--- src/rtl/decode_stage_pkg.sv ---
// RV32I shared definitions: opcodes, ALU/op-type encodings, ID/EX record.
package risc_v_32i;

  localparam logic [6:0] OPC_LUI    = 7'b0110111;
  localparam logic [6:0] OPC_AUIPC  = 7'b0010111;
  localparam logic [6:0] OPC_JAL    = 7'b1101111;
  localparam logic [6:0] OPC_JALR   = 7'b1100111;
  localparam logic [6:0] OPC_BRANCH = 7'b1100011;
  localparam logic [6:0] OPC_LOAD   = 7'b0000011;
  localparam logic [6:0] OPC_STORE  = 7'b0100011;
  localparam logic [6:0] OPC_OP_IMM = 7'b0010011;
  localparam logic [6:0] OPC_OP     = 7'b0110011;
  localparam logic [6:0] OPC_FENCE  = 7'b0001111;
  localparam logic [6:0] OPC_SYSTEM = 7'b1110011;

  typedef enum logic [3:0] {
    ADD  = 4'd0, SUB = 4'd1, SLL = 4'd2, SLT = 4'd3, SLTU = 4'd4,
    XOR  = 4'd5, SRL = 4'd6, SRA = 4'd7, OR  = 4'd8, AND  = 4'd9
  } alu_op_t;

  typedef enum logic [3:0] {
    OPT_LUI    = 4'd0, OPT_AUIPC = 4'd1, OPT_JAL    = 4'd2,  OPT_JALR   = 4'd3,
    OPT_BRANCH = 4'd4, OPT_LOAD  = 4'd5, OPT_STORE  = 4'd6,  OPT_OP_IMM = 4'd7,
    OPT_OP     = 4'd8, OPT_FENCE = 4'd9, OPT_SYSTEM = 4'd10, OPT_ILLEGAL = 4'd11
  } op_type_t;

  typedef struct packed {
    logic [31:0] pc;
    logic [31:0] rs1_val;
    logic [31:0] rs2_val;
    logic [31:0] imm;
    logic [4:0]  rd;
    logic [2:0]  funct3;
    alu_op_t     alu_op;
    op_type_t    op_type;
    logic        reg_write;
    logic        mem_read;
    logic        mem_write;
    logic        illegal;
  } id_ex_t;

  // Register ops use the alt bit for SUB and SRA; immediate ops only for SRAI.
  function automatic alu_op_t alu_decode(input logic [2:0] funct3,
                                         input logic alt, input logic is_reg);
    alu_op_t op;
    case (funct3)
      3'b000:  op = (is_reg && alt) ? SUB : ADD;
      3'b001:  op = SLL;
      3'b010:  op = SLT;
      3'b011:  op = SLTU;
      3'b100:  op = XOR;
      3'b101:  op = alt ? SRA : SRL;
      3'b110:  op = OR;
      3'b111:  op = AND;
      default: op = ADD;
    endcase
    return op;
  endfunction

endpackage

--- src/rtl/decode_stage_if.sv ---
// ID/EX bus: decode (master) presents a registered instruction, execute (slave) accepts it.
interface decode_stage_if
  import risc_v_32i::*;
#(
  parameter int XLEN = 32,
  parameter int RA_W = 5
);
  logic            ex_valid;
  logic            ex_ready;
  logic [XLEN-1:0] ex_pc;
  logic [XLEN-1:0] ex_rs1_val;
  logic [XLEN-1:0] ex_rs2_val;
  logic [XLEN-1:0] ex_imm;
  logic [RA_W-1:0] ex_rd;
  logic [2:0]      ex_funct3;
  alu_op_t         ex_alu_op;
  op_type_t        ex_op_type;
  logic            ex_reg_write;
  logic            ex_mem_read;
  logic            ex_mem_write;
  logic            ex_illegal;

  modport master (
    output ex_valid, ex_pc, ex_rs1_val, ex_rs2_val, ex_imm, ex_rd, ex_funct3,
           ex_alu_op, ex_op_type, ex_reg_write, ex_mem_read, ex_mem_write, ex_illegal,
    input  ex_ready
  );

  modport slave (
    input  ex_valid, ex_pc, ex_rs1_val, ex_rs2_val, ex_imm, ex_rd, ex_funct3,
           ex_alu_op, ex_op_type, ex_reg_write, ex_mem_read, ex_mem_write, ex_illegal,
    output ex_ready
  );
endinterface

--- src/rtl/decode_stage_imm_gen.sv ---
// Combinational RV32I immediate generator; all formats sign-extend from instr[31].
module imm_gen
  import risc_v_32i::*;
#(
  parameter int XLEN = 32
) (
  input  logic [XLEN-1:0] instr,
  output logic [XLEN-1:0] imm
);

  // Pick the immediate format from the opcode.
  always_comb begin
    imm = {XLEN{1'b0}};
    case (instr[6:0])
      OPC_LOAD, OPC_OP_IMM, OPC_JALR:
        imm = {{20{instr[31]}}, instr[31:20]};
      OPC_STORE:
        imm = {{20{instr[31]}}, instr[31:25], instr[11:7]};
      OPC_BRANCH:
        imm = {{19{instr[31]}}, instr[31], instr[7], instr[30:25], instr[11:8], 1'b0};
      OPC_LUI, OPC_AUIPC:
        imm = {instr[31:12], 12'h000};
      OPC_JAL:
        imm = {{11{instr[31]}}, instr[31], instr[19:12], instr[20], instr[30:21], 1'b0};
      default:
        imm = {XLEN{1'b0}};
    endcase
  end

endmodule

--- src/rtl/decode_stage.sv ---
// RV32I decode stage: regfile read, writeback bypass, load-use stall, ID/EX register.
module decode_stage
  import risc_v_32i::*;
#(
  parameter int XLEN = 32,
  parameter int RA_W = 5
) (
  input  logic            clk,
  input  logic            rst_n,
  input  logic            if_valid,
  input  logic [XLEN-1:0] if_instr,
  input  logic [XLEN-1:0] if_pc,
  output logic            id_ready,
  output logic [RA_W-1:0] rs1_addr,
  output logic [RA_W-1:0] rs2_addr,
  input  logic [XLEN-1:0] rs1_read,
  input  logic [XLEN-1:0] rs2_read,
  input  logic            wb_we,
  input  logic [RA_W-1:0] wb_addr,
  input  logic [XLEN-1:0] wb_data,
  input  logic            flush,
  decode_stage_if.master  ex
);

  logic [6:0]      opcode_s;
  logic [2:0]      funct3_s;
  logic [RA_W-1:0] rd_s;
  logic [XLEN-1:0] imm_s;
  logic [XLEN-1:0] rs1_val_s;
  logic [XLEN-1:0] rs2_val_s;
  op_type_t        op_type_s;
  alu_op_t         alu_op_s;
  logic            uses_rs1_s;
  logic            uses_rs2_s;
  logic            writes_rd_s;
  logic            reg_write_s;
  logic            mem_read_s;
  logic            mem_write_s;
  logic            illegal_s;
  logic            hazard_s;
  logic            load_en_s;
  id_ex_t          dec_s;
  id_ex_t          id_ex_r;
  logic            ex_valid_r;

  assign opcode_s = if_instr[6:0];
  assign funct3_s = if_instr[14:12];
  assign rd_s     = if_instr[11:7];
  assign rs1_addr = if_instr[19:15];
  assign rs2_addr = if_instr[24:20];

  imm_gen #(.XLEN(XLEN)) u_imm_gen (
    .instr (if_instr),
    .imm   (imm_s)
  );

  // Opcode decode: op type, ALU op, source usage and control flags.
  always_comb begin
    op_type_s   = OPT_ILLEGAL;
    alu_op_s    = ADD;
    uses_rs1_s  = 1'b1;
    uses_rs2_s  = 1'b0;
    writes_rd_s = 1'b0;
    mem_read_s  = 1'b0;
    mem_write_s = 1'b0;
    illegal_s   = 1'b0;
    case (opcode_s)
      OPC_LUI:    begin op_type_s = OPT_LUI;   uses_rs1_s = 1'b0; writes_rd_s = 1'b1; end
      OPC_AUIPC:  begin op_type_s = OPT_AUIPC; uses_rs1_s = 1'b0; writes_rd_s = 1'b1; end
      OPC_JAL:    begin op_type_s = OPT_JAL;   uses_rs1_s = 1'b0; writes_rd_s = 1'b1; end
      OPC_JALR:   begin op_type_s = OPT_JALR;  writes_rd_s = 1'b1; end
      OPC_BRANCH: begin op_type_s = OPT_BRANCH; uses_rs2_s = 1'b1; end
      OPC_LOAD:   begin op_type_s = OPT_LOAD;  writes_rd_s = 1'b1; mem_read_s = 1'b1; end
      OPC_STORE:  begin op_type_s = OPT_STORE; uses_rs2_s = 1'b1; mem_write_s = 1'b1; end
      OPC_OP_IMM: begin
        op_type_s   = OPT_OP_IMM;
        writes_rd_s = 1'b1;
        alu_op_s    = alu_decode(funct3_s, if_instr[30], 1'b0);
      end
      OPC_OP: begin
        op_type_s   = OPT_OP;
        uses_rs2_s  = 1'b1;
        writes_rd_s = 1'b1;
        alu_op_s    = alu_decode(funct3_s, if_instr[30], 1'b1);
      end
      OPC_FENCE:  op_type_s = OPT_FENCE;
      OPC_SYSTEM: op_type_s = OPT_SYSTEM;
      default:    illegal_s = 1'b1;
    endcase
    reg_write_s = writes_rd_s && (rd_s != {RA_W{1'b0}});
  end

  // Operand select: a same-cycle writeback to a nonzero source wins over the regfile.
  always_comb begin
    if (wb_we && (wb_addr == rs1_addr) && (wb_addr != {RA_W{1'b0}})) begin
      rs1_val_s = wb_data;
    end else begin
      rs1_val_s = rs1_read;
    end
    if (wb_we && (wb_addr == rs2_addr) && (wb_addr != {RA_W{1'b0}})) begin
      rs2_val_s = wb_data;
    end else begin
      rs2_val_s = rs2_read;
    end
  end

  // A load in ID/EX cannot feed a dependent instruction until it reaches writeback.
  assign hazard_s  = ex_valid_r && id_ex_r.mem_read && (id_ex_r.rd != 5'd0) &&
                     ((uses_rs1_s && (id_ex_r.rd == rs1_addr)) ||
                      (uses_rs2_s && (id_ex_r.rd == rs2_addr)));
  assign load_en_s = !ex_valid_r || ex.ex_ready;
  assign id_ready  = load_en_s && (!hazard_s || flush);

  assign dec_s = '{pc: if_pc, rs1_val: rs1_val_s, rs2_val: rs2_val_s, imm: imm_s,
                   rd: rd_s, funct3: funct3_s, alu_op: alu_op_s, op_type: op_type_s,
                   reg_write: reg_write_s && !illegal_s, mem_read: mem_read_s,
                   mem_write: mem_write_s, illegal: illegal_s};

  // ID/EX register: flush beats hazard bubble beats capture; holds while execute stalls.
  always_ff @(posedge clk or negedge rst_n) begin
    if (!rst_n) begin
      id_ex_r    <= '0;
      ex_valid_r <= 1'b0;
    end else if (load_en_s) begin
      if (flush) begin
        ex_valid_r <= 1'b0;
      end else if (hazard_s) begin
        ex_valid_r <= 1'b0;
      end else if (if_valid) begin
        id_ex_r    <= dec_s;
        ex_valid_r <= 1'b1;
      end else begin
        ex_valid_r <= 1'b0;
      end
    end
  end

  assign ex.ex_valid     = ex_valid_r;
  assign ex.ex_pc        = id_ex_r.pc;
  assign ex.ex_rs1_val   = id_ex_r.rs1_val;
  assign ex.ex_rs2_val   = id_ex_r.rs2_val;
  assign ex.ex_imm       = id_ex_r.imm;
  assign ex.ex_rd        = id_ex_r.rd;
  assign ex.ex_funct3    = id_ex_r.funct3;
  assign ex.ex_alu_op    = id_ex_r.alu_op;
  assign ex.ex_op_type   = id_ex_r.op_type;
  assign ex.ex_reg_write = id_ex_r.reg_write;
  assign ex.ex_mem_read  = id_ex_r.mem_read;
  assign ex.ex_mem_write = id_ex_r.mem_write;
  assign ex.ex_illegal   = id_ex_r.illegal;

endmodule

--- src/flat_wrapper.sv ---
// flat-port wrapper written by rule: the top's interface ports become plain ports
module decode_stage_flat import risc_v_32i::*;
#(
  parameter int XLEN = 32,
  parameter int RA_W = 5
)
  (clk, rst_n, if_valid, if_instr, if_pc, id_ready, rs1_addr, rs2_addr, rs1_read, rs2_read, wb_we, wb_addr, wb_data, flush, ex_ex_valid, ex_ex_pc, ex_ex_rs1_val, ex_ex_rs2_val, ex_ex_imm, ex_ex_rd, ex_ex_funct3, ex_ex_alu_op, ex_ex_op_type, ex_ex_reg_write, ex_ex_mem_read, ex_ex_mem_write, ex_ex_illegal, ex_ex_ready);
  decode_stage_if #(.XLEN(XLEN), .RA_W(RA_W)) ex_i ();
  input  logic clk;
  input  logic rst_n;
  input  logic if_valid;
  input  logic [XLEN-1:0] if_instr;
  input  logic [XLEN-1:0] if_pc;
  output logic id_ready;
  output logic [RA_W-1:0] rs1_addr;
  output logic [RA_W-1:0] rs2_addr;
  input  logic [XLEN-1:0] rs1_read;
  input  logic [XLEN-1:0] rs2_read;
  input  logic wb_we;
  input  logic [RA_W-1:0] wb_addr;
  input  logic [XLEN-1:0] wb_data;
  input  logic flush;
  output wire logic [$bits(ex_i.ex_valid)-1:0] ex_ex_valid;
  output wire logic [$bits(ex_i.ex_pc)-1:0] ex_ex_pc;
  output wire logic [$bits(ex_i.ex_rs1_val)-1:0] ex_ex_rs1_val;
  output wire logic [$bits(ex_i.ex_rs2_val)-1:0] ex_ex_rs2_val;
  output wire logic [$bits(ex_i.ex_imm)-1:0] ex_ex_imm;
  output wire logic [$bits(ex_i.ex_rd)-1:0] ex_ex_rd;
  output wire logic [$bits(ex_i.ex_funct3)-1:0] ex_ex_funct3;
  output wire logic [$bits(ex_i.ex_alu_op)-1:0] ex_ex_alu_op;
  output wire logic [$bits(ex_i.ex_op_type)-1:0] ex_ex_op_type;
  output wire logic [$bits(ex_i.ex_reg_write)-1:0] ex_ex_reg_write;
  output wire logic [$bits(ex_i.ex_mem_read)-1:0] ex_ex_mem_read;
  output wire logic [$bits(ex_i.ex_mem_write)-1:0] ex_ex_mem_write;
  output wire logic [$bits(ex_i.ex_illegal)-1:0] ex_ex_illegal;
  input wire logic [$bits(ex_i.ex_ready)-1:0] ex_ex_ready;
  assign ex_ex_valid = ex_i.ex_valid;
  assign ex_ex_pc = ex_i.ex_pc;
  assign ex_ex_rs1_val = ex_i.ex_rs1_val;
  assign ex_ex_rs2_val = ex_i.ex_rs2_val;
  assign ex_ex_imm = ex_i.ex_imm;
  assign ex_ex_rd = ex_i.ex_rd;
  assign ex_ex_funct3 = ex_i.ex_funct3;
  assign ex_ex_alu_op = ex_i.ex_alu_op;
  assign ex_ex_op_type = ex_i.ex_op_type;
  assign ex_ex_reg_write = ex_i.ex_reg_write;
  assign ex_ex_mem_read = ex_i.ex_mem_read;
  assign ex_ex_mem_write = ex_i.ex_mem_write;
  assign ex_ex_illegal = ex_i.ex_illegal;
  assign ex_i.ex_ready = ex_ex_ready;
  decode_stage #(.XLEN(XLEN), .RA_W(RA_W)) u_core (.clk(clk), .rst_n(rst_n), .if_valid(if_valid), .if_instr(if_instr), .if_pc(if_pc), .id_ready(id_ready), .rs1_addr(rs1_addr), .rs2_addr(rs2_addr), .rs1_read(rs1_read), .rs2_read(rs2_read), .wb_we(wb_we), .wb_addr(wb_addr), .wb_data(wb_data), .flush(flush), .ex(ex_i));
endmodule
--- config.mk ---
export PLATFORM = sky130hd
export DESIGN_NAME = decode_stage_flat
export DESIGN_NICKNAME = d
export VERILOG_FILES = /design/src/rtl/decode_stage_pkg.sv /design/src/rtl/decode_stage_if.sv /design/src/rtl/decode_stage_imm_gen.sv /design/src/rtl/decode_stage.sv /design/src/flat_wrapper.sv
export SDC_FILE = /design/constraint.sdc
export NUM_CORES = 1
export LEC_CHECK = 0
export BUFFER_PORTS_ARGS = -buffer_cell sky130_fd_sc_hd__buf_2
export CORE_ASPECT_RATIO = 0.6
export CORE_MARGIN = 2
export CORE_UTILIZATION = 28
export DETAILED_ROUTE_END_ITERATION = 10
export GPL_ROUTABILITY_DRIVEN = 0
export PLACE_DENSITY = 0.59
export SLEW_MARGIN = 25
export SYNTH_ARGS = -nofsm -noshare
export SYNTH_HDL_FRONTEND = slang
export SYNTH_SLANG_ARGS = --single-unit
--- constraint.sdc ---
create_clock -name clk -period 2.6 [get_ports clk]
set_input_delay 0.52 -clock clk [delete_from_list [all_inputs] [get_ports clk]]
set_output_delay 0.52 -clock clk [all_outputs]
set_load 0.02 [all_outputs]
==> results.yml, run 1 <==
status:
  status: "finished with violations"
  violations: "negative setup slack"
floorplanning:
  row_count: 47
  die_height_um: 133
  pin_count: 331
  initial_core_util_pct: 28.4
  die_x_um: 219
  core_area_um2: 27500
  fp.dieArea_um2: 29200
run:
  drv_cap: 0
grt:
  grt_use_total_pct: 16.8
  grt_max_degree: 59
  grt_pass1_wl_um: 37000
  grt.overflow.total: 0
  antenna_found_initial: 0
  grt_pass1_vias: 6138
setup_path:
  crit_fanout: 2
  cp-start-kind: "flip-flop"
  cp_data_arrival_time_ps: 2110
  reg2regPathDepth: 7
  cpPeakStageDelay_ps: 550
  crit_type: "reg -> out"
  path_cells: "or4_4 -> o211ai_1 -> or4_4 -> nand2_4 -> a21boi_2 -> buf_6"
  cp.required_ps: 2080
  r2r_slack_ps: 130
  worstReg2RegStart: "u_core.ex.ex_rd[0]"
  endpoint_kind: "output pin"
  r2r_end: "u_core.ex.ex_rs1_val[5]"
  cp_slowest_cell: "or4_4"
  cpLargestDelayFamily: "simple AND/OR/NAND/NOR gates"
  cp_num_buf_inv: 1
  cp-startpoint: "u_core.ex.ex_rd[0]"
  crit_cells: 6
  path_common_cell: "or4_4"
power:
  p_leak_nw: 5.32
  ir_drop_v: 0.000303
  power_density_nw_per_um2: 661
  fin_total_pwr_mw: 7.19
place:
  placed_area_um2: 10300
  hpwl_um: 19100
  io_buffers: 330
  dp_cells: 1291
drt:
  drtAntennaViolNets: 0
  wl_per_cell_um: 18.5
  drtPass1Iterations: 5
  num_vias: 5856
  first_iter_violations: 384
  drt-total-wl_um: 24400
  drc: 0
  viasPerCell: 4.43
sta:
  fin_ws_ps: -25.3
  fmax_mhz: 381
  finalMaxSlewViolations: 0
  clock_skew_ps: 15.4
  finalCritPeriodShare_pct: 101
  rsz0062_at_grt: "yes"
  hold_viol: 0
  fin_crit_ps: 2630
  whs_ps: 78.4
  worst_slew_pin_slew_ps: 626
  setup_viol: 1
  slew_headroom_pct: 58.3
synthesis:
  async_flop_share_pct: 100
  synth-seq-cells: 149
  yosys_warnings: 0
  yosysSeqAreaShare_pct: 47.9
  ys_types: 52
  synth_cells: 573
  syn_area_per_cell_um2: 13.6
  synth_area_um2: 7790
  syn_nets: 744
  synth-edff-count: 0
  synth_flop_cell: "dfrtp_1"
clock_tree:
  clk_pin_slew_ps: 60
  cts-buffers-inserted: 17
  cts-root-buf: "clkbuf_16"
  cts_hold_buffers: 0
  clk_latency_ps: 440
  tritoncts: "done"
  clock-sinks: 149
  post_cts_buffers: 0
  ctsHtreeMaxLevel: 4
  cts_max_path_buffers: 2
cells_and_area:
  fin_area_um2: 10900
  nNetsFinal: 1114
  area_growth_syn_to_layout_pct: 39.6
  drive_gt1_share_pct: 65.8
  fin_cells: 1323
  num_antenna_cells: 0
  n_fill_cell: 2633
hold_path:
  min_path_type: "in -> async"
==> worst max path at each step <==
stage | endpoint | slack [ps]
floorplan | id_ready | 130
CTS | id_ready | -70
finish | id_ready | -30
global placement | u_core.ex.ex_rs1_val[5] | 7
global route | id_ready | -130
detailed placement | u_core.ex.ex_rs1_val[5] | -10
==> cell usage in the layout, fill, tap and decap left out, types with 3 or more instances in the layout <==
cell type	instances
buf_2	328
dfrtp_1	149
mux2_4	97
mux2_2	94
buf_4	52
inv_1	26
mux2i_1	23
a21oi_1	20
clkbuf_16	17
xnor2_1	16
nand2_1	15
buf_12	13
nor2_1	9
o21ai_0	7
nand3_1	6
a21o_1	5
a22o_1	5
clkinvlp_4	5
nand2b_1	4
xor2_1	4
or4_4	3
nor3b_1	3
nor2b_1	3
clkinv_4	3
==> cell type report <==
type                    count  area, um2  area share, %
flip-flops and latches    149       3730           34.3
multi-input cells         354       3710           34.1
repair buffers            395       2310           21.3
clock buffers              21        460           4.24
well taps                 367        459           4.22
clock inverters            11        104          0.955
inverters                  26       97.6          0.898
==> cell usage after synthesis, drive strengths merged (2+ instances only) <==
cell	instances	area, um2
nand2b	4	25.0
nand4b	2	17.5
a22o	5	43.8
nor4	4	31.3
inv	26	97.6
a21o	5	37.5
or4	5	37.5
dfrtp	149	3730
mux2i	23	230
or3	2	12.5
nand2	16	60.1
a211oi	2	15.0
and3	2	12.5
xor2	4	35.0
nor2	10	45.0
nor2b	3	18.8
nand3	7	40.0
a21oi	20	100
a21boi	2	15.0
o21ai	8	40.0
clkbuf	14	52.6
nor3b	3	22.5
xnor2	16	140
mux2	191	2510
buf	30	251
nor3	2	10.0
==> metal layers <==
metal / track usage (%) / up-vias / part of all wire, %
li1: - / 2760 / -
met1: 23.9 / 2871 / 47
met2: 24.7 / 206 / 44
met3: 4.77 / 19 / 7.8
met4: 4.99 / 0 / 1.3
met5: 0 / - / 0
==> worst register-to-register path, stage by stage, from the launching register on <==
cell and delay, ps:
dfrtp_1 370, or4_4 550, o211ai_1 230, or4_4 200
and4b_4 300, buf_12 180, buf_12 200, mux2_4 320
==> power breakdown <==
part           switching, mW  leakage (nW)  internal [mW]  total (mW)
Sequential             0.201          1.83           2.65        2.85
Clock                   1.01         0.261           1.37        2.37
Combinational           1.02          3.23          0.943        1.96
Total                   2.23          5.32           4.96        7.19
==> stage by stage <==
stage	util [%]	TNS, ps	setup WS, ps
2_1_floorplan	-	0	129
4_1_cts	39.6	-70.0	-70.0
3_5_place_dp	37.4	-88.6	-13.3
3_3_place_gp	37.4	0	6.70
6_report	39.6	-25.3	-25.3
5_1_grt	39.6	-129	-129
==> state kept, by name (all words and copies together), names as in the netlist <==
| register | count |
|---|---|
| u_core.ex.ex_rs1_val | 32 |
| u_core.ex.ex_pc | 32 |
| u_core.ex.ex_mem_write | 1 |
| u_core.ex.ex_imm | 32 |
| u_core.ex.ex_mem_read | 1 |
| u_core.ex.ex_op_type | 4 |
| u_core.ex.ex_funct3 | 3 |
| u_core.ex.ex_illegal | 1 |
| u_core.ex.ex_alu_op | 4 |
| u_core.ex.ex_rs2_val | 32 |
| u_core.ex.ex_valid | 1 |
| u_core.ex.ex_rd | 5 |
| u_core.ex.ex_reg_write | 1 |
==> cell families after synthesis <==
kind of cell	synth area share (%)
mux	35.2
simple gates	5.09
xor+xnor	2.25
flops	47.9
buf+inv	5.16
compound gates	4.39
==> repair_timing <==
item / 4_1_cts / 5_1_grt
resized for setup: 8 / 1
endpoints found under the setup margin: 1 / 1
pin swaps: 5 / 2
gates cloned: 0 / 0
Note: power is estimated with default switching activity, not from simulation.
==> run 2: changes to the inputs <==
- ABC_AREA: not set -> 1
- GPL_TIMING_DRIVEN: not set -> 0
- PLACE_DENSITY: 0.59 -> 0.58
- SYNTH_HIERARCHICAL: not set -> 1
==> run 2 against run 1 <==
Compared with the run above:
- the run now ends clean
- clock power up 9.7%
- combinational power down 9%
- synthesized cell count increased by 110%
- critical path depth up 4
- global-route usage is 5.0 points higher
- maximum frequency rose by 6.6%
- critical endpoint unchanged
==> results.yml, run 2 <==
status:
  status: "finished clean"
clock_tree:
  cts-buffers-inserted: 17
  clk_pin_slew_ps: 70
  clock-sinks: 149
  cts_max_path_buffers: 2
  clk_latency_ps: 440
  cts_hold_buffers: 0
  tritoncts: "done"
  cts-root-buf: "clkbuf_16"
  ctsHtreeMaxLevel: 4
power:
  power_frac_seq_pct: 38.9
  p_leak_nw: 6.71
  power.switching_mw: 2.49
  ir_drop_v: 0.000333
  internal_power_mw: 4.67
  p_sw_share_pct: 34.8
  power_density_nw_per_um2: 626
  p_comb_share_pct: 24.8
  clockPowerShare_pct: 36.3
  fin_total_pwr_mw: 7.17
drt:
  first_iter_violations: 765
  drtPass1Iterations: 5
  drtAntennaViolNets: 0
  viasPerCell: 4.84
  wl_per_cell_um: 17.8
  drt-total-wl_um: 35300
  num_vias: 9621
  drc: 0
sta:
  slew_headroom_pct: 37.5
  fmax_mhz: 406
  fin_crit_ps: 2460
  hold_viol: 0
  clock_skew_ps: 14.2
  fin_ws_ps: 137
  setup_viol: 0
  worst_slew_pin_slew_ps: 937
  finalMaxSlewViolations: 0
  whs_ps: 28.9
  finalCritPeriodShare_pct: 94.7
  setup-tns-final_ps: 0
synthesis:
  ys_types: 24
  synth_top_cell_by_area: "dfrtp_1"
  synth_flop_cell: "dfrtp_1"
  synth_top_area_share_pct: 43.5
  syn_area_per_cell_um2: 7.09
  synth-seq-cells: 149
  yosysMostFrequentCell: "nand2_1"
  yosys-top-cells-count: "553 x nand2_1, 150 x nand4_1, 149 x dfrtp_1, 104 x nand3_1, 55 x nor2_1"
  yosys_warnings: 6
  yosysSeqAreaShare_pct: 43.5
  async_flop_share_pct: 100
  synth-edff-count: 0
  synth.area.top_cells: "dfrtp_1 44%, nand2_1 24%, nand4_1 11%"
  synth_cells: 1207
  syn_nets: 1378
  synth_area_um2: 8560
place:
  hpwl_um: 27500
  io_buffers: 330
  dp_cells: 1946
  dpl_worst_slack_ps: -526
  placed_area_um2: 10800
cells_and_area:
  post-route-util_pct: 38.1
  final_common_cell: "nand2_1"
  area_growth_syn_to_layout_pct: 33.6
  fin_cells: 1986
  drive_gt1_share_pct: 27.8
  fin_area_um2: 11400
  layout_common_cells: "551 x nand2_1, 339 x buf_2, 150 x nand4_1"
  nNetsFinal: 1733
grt:
  grt_use_total_pct: 21.8
  grt_pass1_vias: 9035
  grt_pass1_wl_um: 53200
  antenna_found_initial: 4
  grt_max_degree: 78
  grt.overflow.total: 0
floorplanning:
  initial_core_util_pct: 28.5
  core_area_um2: 30000
  die_height_um: 139
  pin_count: 331
  die_x_um: 230
  row_count: 49
  fp.dieArea_um2: 32000
setup_path:
  cp-start-kind: "flip-flop"
  cp.required_ps: 2080
  crit_fanout: 10
  worstReg2RegStart: "u_core/ex.ex_rd[1]"
  cp_data_arrival_time_ps: 1940
  endpoint_kind: "output pin"
  crit_type: "reg -> out"
  cp-startpoint: "u_core/ex.ex_rd[0]"
run:
  drv_cap: 0
hold_path:
  min_path_type: "in -> async"
==> run 2: cell types whose count changed after synthesis, sizes merged, moves of 14 or more <==
cell / change
inv: +27
a21oi: -14
clkbuf: +40
nor2: +50
mux2: -191
nand3: +100
mux2i: -23
nand2: +547
nand4: +149
==> run 2: per-layer routing <==
metal | part of all wire, % | global-route usage [%] | up-vias
met5 | 0.051 | 0 | -
met4 | 1.9 | 6.99 | 2
met3 | 9.6 | 7.05 | 40
met2 | 41 | 30.8 | 413
met1 | 47 | 31.4 | 4511
li1 | - | - | 4655
==> run 2: power by group through the flow <==
stage                     Sequential, mW  Combinational [mW]  Clock, mW
after floorplan                     3.19               0.596          0
final                               2.79                1.78       2.60
after global placement              2.82                1.74          0
after CTS                           2.79                1.78       2.66
after global routing                2.83                1.95       2.75
after detailed placement            2.83                1.76          0
==> run 2: path summary, 6_finish.rpt <==
path | slack (ps) | end | cells after the start
min in group clk | 330 | u_core/ex.ex_pc[19] | 3
worst min-delay path | 30 | u_core/ex.ex_pc[0] | 1
max in group asynchronous | 1740 | u_core/ex.ex_imm[24] | 2
worst min register to register | 470 | u_core/ex.ex_imm[22] | 2
worst max register to register | 510 | u_core/ex.ex_funct3[1] | 11
worst max-delay path | 140 | id_ready | 10
==> run 2: logic make-up after synthesis <==
kind of cell	after synthesis	share of synthesized area, %
xor gates and xnor gates	9	0.921
buffers and inverters	149	8.75
DFF	149	43.5
and+or+nand+nor	882	45.7
AOI/OAI and AO/OA	18	1.08
==> run 2: area by class of cell <==
cell class / count / area (um2)
buffer: 95 / 554
fill: 3214 / 18600
clock buffer: 19 / 453
timing repair buffer: 337 / 1740
sequential: 149 / 3730
tap: 408 / 510
clock inverter: 13 / 145
multi-input combinational: 909 / 4100
inverter: 53 / 199
antenna: 3 / 7.51
==> run 2: critical path: stages (launching register included) <==
cell     delay (ps)
dfrtp_1         430
xnor2_1         180
nand2_1          90
nor2_1          110
nand3_1          90
nand2_2         100
nand2_4          50
buf_6           140
o21ai_1         120
inv_1            50
buf_4           150
==> run 2: repair_timing <==
action	in CTS	in global routing
buffers inserted	5	1
pin swaps	1	0
setup endpoints to repair	1	1
gates resized for setup	9	3
